[src/rtl/ram_port_arbiter.sv]
// Two-requester round-robin arbiter in front of a single-port RAM with
// registered read data. Accesses are strictly serialised, one at a time.
module ram_port_arbiter #(
  parameter int ADDR_W = 5,
  parameter int DATA_W = 8
) (
  input  logic              clk,
  input  logic              rst,
  input  logic              req0,
  input  logic              we0,
  input  logic [ADDR_W-1:0] addr0,
  input  logic [DATA_W-1:0] wdata0,
  output logic              ack0,
  output logic [DATA_W-1:0] rdata0,
  input  logic              req1,
  input  logic              we1,
  input  logic [ADDR_W-1:0] addr1,
  input  logic [DATA_W-1:0] wdata1,
  output logic              ack1,
  output logic [DATA_W-1:0] rdata1,
  output logic              mem_wr_re,
  output logic [ADDR_W-1:0] mem_addr,
  output logic [DATA_W-1:0] mem_data_in,
  input  logic [DATA_W-1:0] mem_data_out,
  output logic              busy
);

  // Handshake: a requester holds req with stable fields until its one-cycle
  // ack; the transaction is latched at grant, so later field changes are ignored.

  typedef enum logic [1:0] {
    IDLE    = 2'd0,
    ACCESS  = 2'd1,
    CAPTURE = 2'd2,
    RESP    = 2'd3
  } state_t;

  state_t state;
  state_t state_next;
  logic   owner;
  logic   rr;
  logic   grant_valid;
  logic   grant;

  always_ff @(posedge clk or posedge rst) begin
    if (rst) state <= IDLE;
    else     state <= state_next;
  end

  always_comb begin
    state_next  = state;
    grant_valid = 1'b0;
    grant       = 1'b0;
    case (state)
      IDLE: begin
        if (req0 || req1) begin
          grant_valid = 1'b1;
          grant       = (req0 && req1) ? rr : req1;
          state_next  = ACCESS;
        end
      end
      // mem_wr_re still carries the latched op type during ACCESS
      ACCESS:  state_next = mem_wr_re ? RESP : CAPTURE;
      CAPTURE: state_next = RESP;
      RESP:    state_next = IDLE;
      default: state_next = IDLE;
    endcase
  end

  always_ff @(posedge clk or posedge rst) begin
    if (rst) begin
      owner       <= 1'b0;
      rr          <= 1'b0;
      mem_wr_re   <= 1'b0;
      mem_addr    <= '0;
      mem_data_in <= '0;
      rdata0      <= '0;
      rdata1      <= '0;
    end else begin
      if (grant_valid) begin
        owner       <= grant;
        mem_wr_re   <= grant ? we1    : we0;
        mem_addr    <= grant ? addr1  : addr0;
        mem_data_in <= grant ? wdata1 : wdata0;
      end
      if (state == ACCESS) mem_wr_re <= 1'b0;
      if (state == CAPTURE) begin
        if (owner) rdata1 <= mem_data_out;
        else       rdata0 <= mem_data_out;
      end
      if (state == RESP) rr <= ~owner;
    end
  end

  assign ack0 = (state == RESP) && !owner;
  assign ack1 = (state == RESP) &&  owner;
  assign busy = (state != IDLE);

endmodule

[config.mk]
export PLATFORM = sky130hd
export DESIGN_NAME = ram_port_arbiter
export DESIGN_NICKNAME = d
export VERILOG_FILES = /design/src/rtl/ram_port_arbiter.sv
export SDC_FILE = /design/constraint.sdc
export NUM_CORES = 1
export LEC_CHECK = 0
export BUFFER_PORTS_ARGS = -buffer_cell sky130_fd_sc_hd__buf_2
export CORE_MARGIN = 1
export CORE_UTILIZATION = 42
export CTS_CLUSTER_SIZE = 10
export DETAILED_ROUTE_END_ITERATION = 10
export PLACE_DENSITY_LB_ADDON = 0.12
export SLEW_MARGIN = 20
export SYNTH_ARGS = -nofsm -noshare
export SYNTH_HDL_FRONTEND = slang
export SYNTH_SLANG_ARGS = --single-unit
[constraint.sdc]
create_clock -name clk -period 1.65 [get_ports clk]
set_clock_uncertainty 0.2 [all_clocks]
set_input_delay 0.0825 -clock clk [delete_from_list [all_inputs] [get_ports clk]]
set_output_delay 0.0825 -clock clk [all_outputs]
set_load 0.02 [all_outputs]
==> results of run 1 <==
cell usage after synthesis:
| cell type | number | area [sq um] |
|---|---|---|
| dfrtp_1 | 34 | 850.8 |
| mux2_2 | 16 | 180.2 |
| nor2_1 | 15 | 56.30 |
| o21ai_0 | 15 | 75.07 |
| a31oi_1 | 14 | 87.58 |
| or3b_1 | 12 | 105.1 |
| ha_1 | 5 | 62.56 |
| inv_1 | 5 | 18.77 |
| buf_2 | 4 | 20.02 |
| clkbuf_1 | 4 | 15.01 |
| nand2_1 | 3 | 11.26 |
| or3b_2 | 3 | 26.28 |
| buf_6 | 2 | 22.52 |
| nor2b_1 | 2 | 12.51 |
| a211oi_1 | 1 | 7.510 |
| a22oi_1 | 1 | 7.510 |
| and2_1 | 1 | 6.260 |
| nor2b_4 | 1 | 13.76 |
| o21a_1 | 1 | 7.510 |
| o21ai_1 | 1 | 5.000 |
| o21bai_1 | 1 | 7.510 |
| o22ai_1 | 1 | 6.260 |
power by group through the flow:
stage                     Clock, uW  Sequential [uW]  Combinational [uW]
after floorplan                   0             1950                1010
after global placement            0             1480                2190
after detailed placement          0             1490                2260
after CTS                       575             1490                2690
after global routing            633             1560                2980
final                           567             1500                2750
worst max-delay path, cell delays in order, from the launching register on:
cell and delay [ps]:
dfrtp_1 390, inv_2 80, ha_4 150, nand2_4 80, buf_12 140, or3b_1 370
a31oi_1 160
state kept, by name (all words and copies together), names as in the netlist:
register,cells
mem_data_in,8
mem_addr,5
owner,1
state,2
rr,1
rdata0,8
rdata1,8
mem_wr_re,1
repair_timing:
item                                    4_1_cts  5_1_grt
pin swaps                                    10       17
endpoints found under the setup margin       14       26
hold buffers                                 37        0
gates resized for setup                      39        7
endpoints found under the hold margin        66        0
cloned                                        2        0
buffers inserted                              5        2
cell usage in the layout (no fill, tap or decap), drive strengths merged, types with 14 or more instances in the layout:
cell type,synthesis,final
or3b,15,15
dfrtp,34,34
a31oi,14,14
o21ai,16,16
mux2,16,16
dlygate4sd3,0,37
nor2,15,15
buf,6,90
metal layers:
metal | global-route usage [%] | up-vias
li1 | - | 756
met1 | 26.46 | 722
met2 | 40.03 | 53
met3 | 6.250 | 10
met4 | 10.80 | 0
met5 | 0 | -
how the worst max path moves through the flow:
stage,start,end,cells after the start
detailed placement,state[0],mem_data_in[2],6
floorplan,state[1],mem_data_in[2],6
CTS,state[0],ack1,5
global route,state[0],mem_data_in[4],6
global placement,state[0],mem_data_in[3],6
finish,state[0],mem_data_in[5],6
cell families (layout without fill, tap and decap cells):
logic type                 Yosys count  in the layout  synth area share [%]
AOI/OAI and AO/OA                   35             35                 12.70
adders and majority gates            5              5                 3.897
buffers and inverters               15            139                 4.754
DFF                                 34             34                 53.00
muxes                               16             16                 11.22
and+or+nand+nor                     37             37                 14.42
layout make-up:
| cell class | count | area (sq um) | area share (%) |
|---|---|---|---|
| multi-input combinational | 93 | 793.3 | 28.73 |
| clock buffer | 5 | 68.82 | 2.492 |
| tap | 48 | 60.06 | 2.175 |
| sequential | 34 | 850.8 | 30.81 |
| timing repair buffer | 127 | 959.7 | 34.75 |
| inverter | 5 | 18.77 | 0.6797 |
| clock inverter | 2 | 10.01 | 0.3625 |
stage by stage:
step / TNS, ps / total power, uW / std cells / area [sq um] / setup slack (ps)
floorplan: 0 / 2964 / 142 / 1624 / 9.183
global placement: -7.939 / 3671 / 263 / 2101 / -4.345
detailed placement: -194.4 / 3753 / 263 / 2101 / -85.81
CTS: -25.23 / 4754 / 314 / 2736 / -16.05
global route: -1029 / 5168 / 314 / 2761 / -78.55
finish: -17.44 / 4818 / 314 / 2761 / -7.218
==> flow_summary.yaml, run 1 <==
synthesis:
  synth_fp_nets: 187
  synth_warnings: 0
  syn_area_sq_mm: 0.001605
  netlist_instances: 142
  syn_avg_cell_area_sq_um: 11.30
  synthDistinctLibCells: 22
  yosysSeqAreaShare_pct: 53.00
  ys_seq_elements: 34
power:
  switching_power_uw: 1941
  p_comb_share_pct: 57.2
  power_density_mw_per_mm2: 1745
  ir_drop_mv: 1.006
  clockPowerShare_pct: 11.8
  p_leak_uw: 0.001287
  power_switching_share_pct: 40.29
  intPower_uw: 2877
  sequentialPowerShare_pct: 31.1
drt:
  vias: 1541
  route.met2.wl_mm: 2.251
  routed.top_layer: "met4"
  drtAntennaViolNets: 0
  met1_length_mm: 1.748
  finalWirelength_mm: 4.297
  drc: 0
  drt-initial-drc-count: 40
  detail_route.wl_per_cell_um: 13.68
  met3_wirelength_um: 190
  first_pass_iters: 3
  via_per_inst: 4.908
worst_setup_path:
  crit_required_ps: 1650
  worstSetupStartpointType: "register"
  rr_worst_depth: 6
  reg2reg_from: "state[0]"
  critPathCaptureType: "register"
  arrival_ps: 1650
  worstReg2RegEnd: "mem_data_in[5]"
  crit_fanout: 8
  critPathKind: "register to register"
  rrSetupSlack_ps: -7
clocking:
  clkLatencyLatePin_ps: 270
  cts_htree_levels: 2
  root_buffer: "clkbuf_8"
  clkTransAtPathRegs_ps: 70
  cts.path.max_buffers: 2
  clock_sinks: 34
  cts_made_buffers: 5
  cts_tree: "done"
timing:
  slew_headroom_pct: 71.72
  setup_violations: 4
  fin_hold_ws_ps: 18.23
  grt_setup_unrepaired: "yes"
  worst_slew_pin_slew_ps: 424.2
  period_share_pct: 100.4
  finalWorstSetupSlack_ps: -7.218
  finalCriticalPeriod_ps: 1657
  finalHoldViolCount: 0
  max_freq_mhz: 603.4
  slew_viol_final: 0
floorplanning:
  die_y_um: 63.83
  fp.dieArea_sq_mm: 0.004074
  core-area_sq_mm: 0.003661
  die_w_um: 63.83
  io_pins: 73
  start_util_pct: 43.85
  rows: 22
flow_run:
  cap_violations: 0
grt:
  grt_pass1_wl_mm: 7.148
  grt_max_degree: 35
  overflow: 0
  antenna_found_initial: 0
  grt_use_total_pct: 23.19
  first_global_vias: 1565
run_status:
  violations: "setup timing"
  outcome: "complete, but fails checks"
placed_design:
  dpl.hpwl_mm: 2.460
  gp_congestion: 0.6879
  port_buffers: 72
layout:
  diodes: 0
  area_delta_synth_final_pct: 72.02
  layout-drive-gt1-share_pct: 50.38
  fin_util_pct: 75.43
  nets: 311
  nFillCells: 242
worst_hold_path:
  min_path_type: "input port to register"
  worstHoldPathCells: 3
  min-delay-start: "wdata1[3]"
  hold_path_end: "mem_data_in[3]"
(Power assumes the default switching activity.)
==> run 2, diff against run 1 <==
--- a/config.mk
+++ b/config.mk
@@ -6,7 +6,9 @@
 export NUM_CORES = 1
 export LEC_CHECK = 0
+export ABC_CLOCK_PERIOD_IN_PS = 1650
 export BUFFER_PORTS_ARGS = -buffer_cell sky130_fd_sc_hd__buf_2
 export CORE_MARGIN = 1
-export CORE_UTILIZATION = 42
+export CORE_UTILIZATION = 43
+export CTS_BUF_LIST = sky130_fd_sc_hd__clkbuf_8
 export CTS_CLUSTER_SIZE = 10
 export DETAILED_ROUTE_END_ITERATION = 10
==> constraint.sdc (replaced) <==
create_clock -name clk -period 1.65 [get_ports clk]
set_clock_uncertainty 0.2 [all_clocks]
set_input_delay 0.33 -clock clk [delete_from_list [all_inputs] [get_ports clk]]
set_output_delay 0.33 -clock clk [all_outputs]
set_load 0.02 [all_outputs]
==> flow_summary.yaml, run 2 (synthesis results as in run 1) <==
run_status:
  outcome: "complete, but fails checks"
  violations: "setup timing"
clocking:
  clkTransAtPathRegs_ps: 70
  clock_sinks: 34
  cts_made_buffers: 5
  cts.path.max_buffers: 2
  root_buffer: "clkbuf_8"
  clkLatencyLatePin_ps: 280
  cts_tree: "done"
  cts_htree_levels: 2
power:
  switching_power_uw: 1965
  p_leak_uw: 0.001127
  finalPower_uw: 4920
  power_switching_share_pct: 39.93
  clockPowerShare_pct: 15.1
  power_density_mw_per_mm2: 2077
  ir_drop_mv: 1.114
  sequentialPowerShare_pct: 30.7
  p_comb_share_pct: 54.2
  intPower_uw: 2955
grt:
  first_global_vias: 1377
  grt_pass1_wl_mm: 6.561
  overflow: 0
  grt_use_met2_pct: 39.65
  antenna_found_initial: 0
  grt_util_met1_pct: 24.62
  busiest_layer: "met2"
  grt_max_degree: 35
  grt_use_total_pct: 22.10
  grt_use_met3_pct: 7.971
worst_setup_path:
  worstSetupStartpointType: "register"
  critPathCaptureType: "output port"
  arrival_ps: 1240
  crit_required_ps: 1120
  critPathKind: "register to output port"
  crit_fanout: 3
layout:
  area_delta_synth_final_pct: 47.54
  final_common_cell: "buf_2"
  nets: 272
  finalNonFillerCells: 274
  final_cell_mix: "buf_2, dfrtp_1, nor2_1"
  reg.largest.list: "mem_data_in (8), rdata0 (8), rdata1 (8)"
  diodes: 0
  fin_util_pct: 68.29
  layout-drive-gt1-share_pct: 55.70
placed_design:
  gp_congestion: 0.7521
  placed_cells: 260
  dpl.hpwl_mm: 2.683
  port_buffers: 72
drt:
  drc: 0
  drtAntennaViolNets: 0
  finalWirelength_mm: 4.012
  drt-initial-drc-count: 70
  via_per_inst: 5.044
  vias: 1382
  first_pass_iters: 4
  detail_route.wl_per_cell_um: 14.64
floorplanning:
  core-area_sq_mm: 0.003468
  die_w_um: 63.10
  rows: 21
  io_pins: 73
  fp.dieArea_sq_mm: 0.003982
  start_util_pct: 46.28
  die_y_um: 63.10
worst_hold_path:
  min_path_type: "input port to register"
timing:
  finalHoldViolCount: 0
  fin_hold_ws_ps: 89.97
  worst_slew_pin_slew_ps: 504.1
  finalWorstSetupSlack_ps: -124.7
  slew_headroom_pct: 66.32
  grt_setup_unrepaired: "yes"
  slew_viol_final: 0
  setup_violations: 33
  tns_ps: -1731
  max_freq_mhz: 563.5
  finalCriticalPeriod_ps: 1775
  period_share_pct: 107.6
flow_run:
  cap_violations: 0
[run 2: cell type report]
type	count	area, sq um
clock inverter	3	40.04
clock buffer	5	68.82
fill	290	1100
inverter	5	18.77
tap	46	57.56
multi-input combinational	93	765.7
timing repair buffer	88	566.8
sequential	34	850.8
[run 2: path summary, 6_finish.rpt]
kind / start / end / slack [ps] / cells past startpoint
worst max-delay path: state[0] / ack1 / -120 / 4
worst max register to register: state[0] / rdata0[2] / -90 / 6
worst min-delay path: mem_data_out[4] / rdata0[4] / 90 / 2
max in group asynchronous: rst / state[1] / 460 / 4
worst min register to register: rdata1[0] / rdata1[0] / 300 / 1
min in group asynchronous: rst / mem_addr[1] / 480 / 4
[run 2: what timing repair did]
item,4_1_cts,5_1_grt
setup endpoints to repair,28,34
resized for setup,17,14
cloned,1,0
setup buffers,4,0
hold buffers,1,0
pin swaps,11,8
hold endpoints to repair,34,0
[run 2: critical path, stage by stage (launching register included)]
cell	delay (ps)
dfrtp_1	400
buf_6	130
ha_4	160
and2_4	140
buf_6	130
[run 2: routing by layer]
layer	up-vias	wire [um]
met5	-	0
met4	0	46
met3	5	217
met2	44	2172
met1	658	1576
li1	675	-
[run 2: stage by stage]
stage | worst slack (ps) | area (sq um)
3_3_place_gp | -32.00 | 2078
2_1_floorplan | 9.183 | 1624
4_1_cts | -129.3 | 2312
5_1_grt | -169.3 | 2369
3_5_place_dp | -81.61 | 2078
6_report | -124.7 | 2369
[run 2: power by group through the flow]
stage | sequential [uW] | combinational (uW) | clock [uW]
after floorplan | 1950 | 1010 | 0
after global placement | 1470 | 2160 | 0
after global routing | 1560 | 2870 | 809
final | 1510 | 2670 | 743
after detailed placement | 1510 | 2260 | 0
after CTS | 1500 | 2520 | 761
==> run 3, diff against run 2 <==
ABC_CLOCK_PERIOD_IN_PS = unset   (was 1650)
CORE_UTILIZATION = 50   (was 43)
clock period = 2.2 ns   (was 1.65 ns; I/O delays follow)
==> flow_summary.yaml, run 3 (synthesis results as in run 1) <==
run_status:
  outcome: "finished clean"
clocking:
  cts_hold_buf: 0
  clkTransAtPathRegs_ps: 70
  cts_tree: "done"
  cts_setup_buffers: 0
  clock_sinks: 34
  ctsResizeCount: 0
  clkLatencyLatePin_ps: 270
  cts_htree_levels: 2
  root_buffer: "clkbuf_8"
  cts.path.max_buffers: 2
  cts_made_buffers: 5
worst_setup_path:
  arrival_ps: 1970
  critPathBufInv: 2
  rrSetupSlack_ps: 220
  rr_worst_depth: 6
  critPathKind: "register to register"
  cp_top_family: "simple AND/OR/NAND/NOR gates"
  crit_required_ps: 2190
  critPathMaxStageDelay_ps: 460
  crit_fanout: 29
  critPathCaptureType: "register"
  crit_chain: "inv_1 > ha_1 > nand2_1 > buf_4 > or3b_2 > a31oi_1"
  reg2reg_from: "state[0]"
  critical_path_cell_count: 6
  worstSetupStartpointType: "register"
  worstReg2RegEnd: "mem_data_in[2]"
  worst_path_max_delay_cell: "or3b_2"
layout:
  final_cell_mix: "buf_2, dfrtp_1, mux2_2"
  nets: 261
  final_common_cell: "buf_2"
  finalNonFillerCells: 260
  reg.largest.list: "mem_data_in (8), rdata0 (8), rdata1 (8)"
  layout-drive-gt1-share_pct: 48.15
  area_delta_synth_final_pct: 29.54
  diodes: 0
  nFillCells: 258
  fin_util_pct: 68.11
timing:
  setup_violations: 0
  finalHoldViolCount: 0
  finalCriticalPeriod_ps: 1979
  fin_hold_ws_ps: 4.950
  tns_ps: 0
  max_freq_mhz: 505.3
  slew_viol_final: 0
  grt_setup_unrepaired: "no"
  slew_headroom_pct: 68.42
  period_share_pct: 89.96
  worst_slew_pin_slew_ps: 472.7
grt:
  antenna_found_initial: 0
  busiest_layer: "met2"
  grt_use_met2_pct: 35.30
  grt_max_degree: 30
  first_global_vias: 1226
  grt_util_met1_pct: 23.78
  grt_pass1_wl_mm: 5.175
  grt_use_total_pct: 19.81
  grt_use_met3_pct: 4.615
  overflow: 0
placed_design:
  dpl.hpwl_mm: 2.326
  placed_cells: 253
  port_buffers: 72
  gp_congestion: 0.7197
drt:
  drtAntennaViolNets: 0
  first_pass_iters: 2
  vias: 1299
  detail_route.wl_per_cell_um: 11.86
  drc: 0
  finalWirelength_mm: 3.084
  via_per_inst: 4.996
  drt-initial-drc-count: 37
floorplanning:
  start_util_pct: 52.58
  core-area_sq_mm: 0.003053
  io_pins: 73
  fp.dieArea_sq_mm: 0.003441
  rows: 20
  die_w_um: 58.66
  die_y_um: 58.66
flow_run:
  cap_violations: 0
power:
  p_comb_share_pct: 49.9
  power_density_mw_per_mm2: 1464
  ir_drop_mv: 0.6590
  intPower_uw: 1782
  sequentialPowerShare_pct: 36.5
  power_switching_share_pct: 41.47
  clockPowerShare_pct: 13.7
  p_leak_uw: 0.0009953
  switching_power_uw: 1263
worst_hold_path:
  min_path_type: "input port to asynchronous set/reset pin"
run 3: area by class of cell:
type / count / area, sq um / share of cell area (%)
inverters: 5 / 18.77 / 0.9025
flip-flops and latches: 34 / 850.8 / 40.91
clock inverters: 2 / 10.01 / 0.4813
well taps: 44 / 55.05 / 2.647
multi-input cells: 93 / 678.2 / 32.61
repair buffers: 77 / 397.9 / 19.13
clock buffers: 5 / 68.82 / 3.309
run 3: worst max path at each step:
stage / endpoint / slack [ps] / from
3_5_place_dp: mem_data_in[2] / 250 / state[0]
6_report: mem_data_in[2] / 220 / state[0]
5_1_grt: mem_data_in[2] / 80 / state[0]
4_1_cts: mem_data_in[2] / 230 / state[0]
2_1_floorplan: mem_data_in[2] / 430 / state[0]
3_3_place_gp: mem_data_in[3] / 350 / state[0]
run 3: routing by layer:
metal	up-vias	routed length, um
met5	-	0
met1	595	1362
met3	2	199
met2	53	1506
met4	0	16
li1	649	-
run 3: stage by stage:
step,cell area (sq um),total power (uW),setup slack (ps)
floorplan,1605,2193,432.1
global placement,2001,2599,353.7
detailed placement,2001,2657,246.7
CTS,2079,3079,230.0
global route,2079,3267,83.27
finish,2079,3044,221.0
run 3: tightest hold or removal path, delay by kind of cell:
family   cells  cell delay (ps)
buf+inv      3              410
run 3: power groups by stage:
stage               logic, uW  registers, uW  clock network, uW
floorplan                 731           1460                  0
global placement         1490           1110                  0
detailed placement       1530           1120                  0
CTS                      1530           1120                431
global route             1660           1150                451
finish                   1520           1110                416
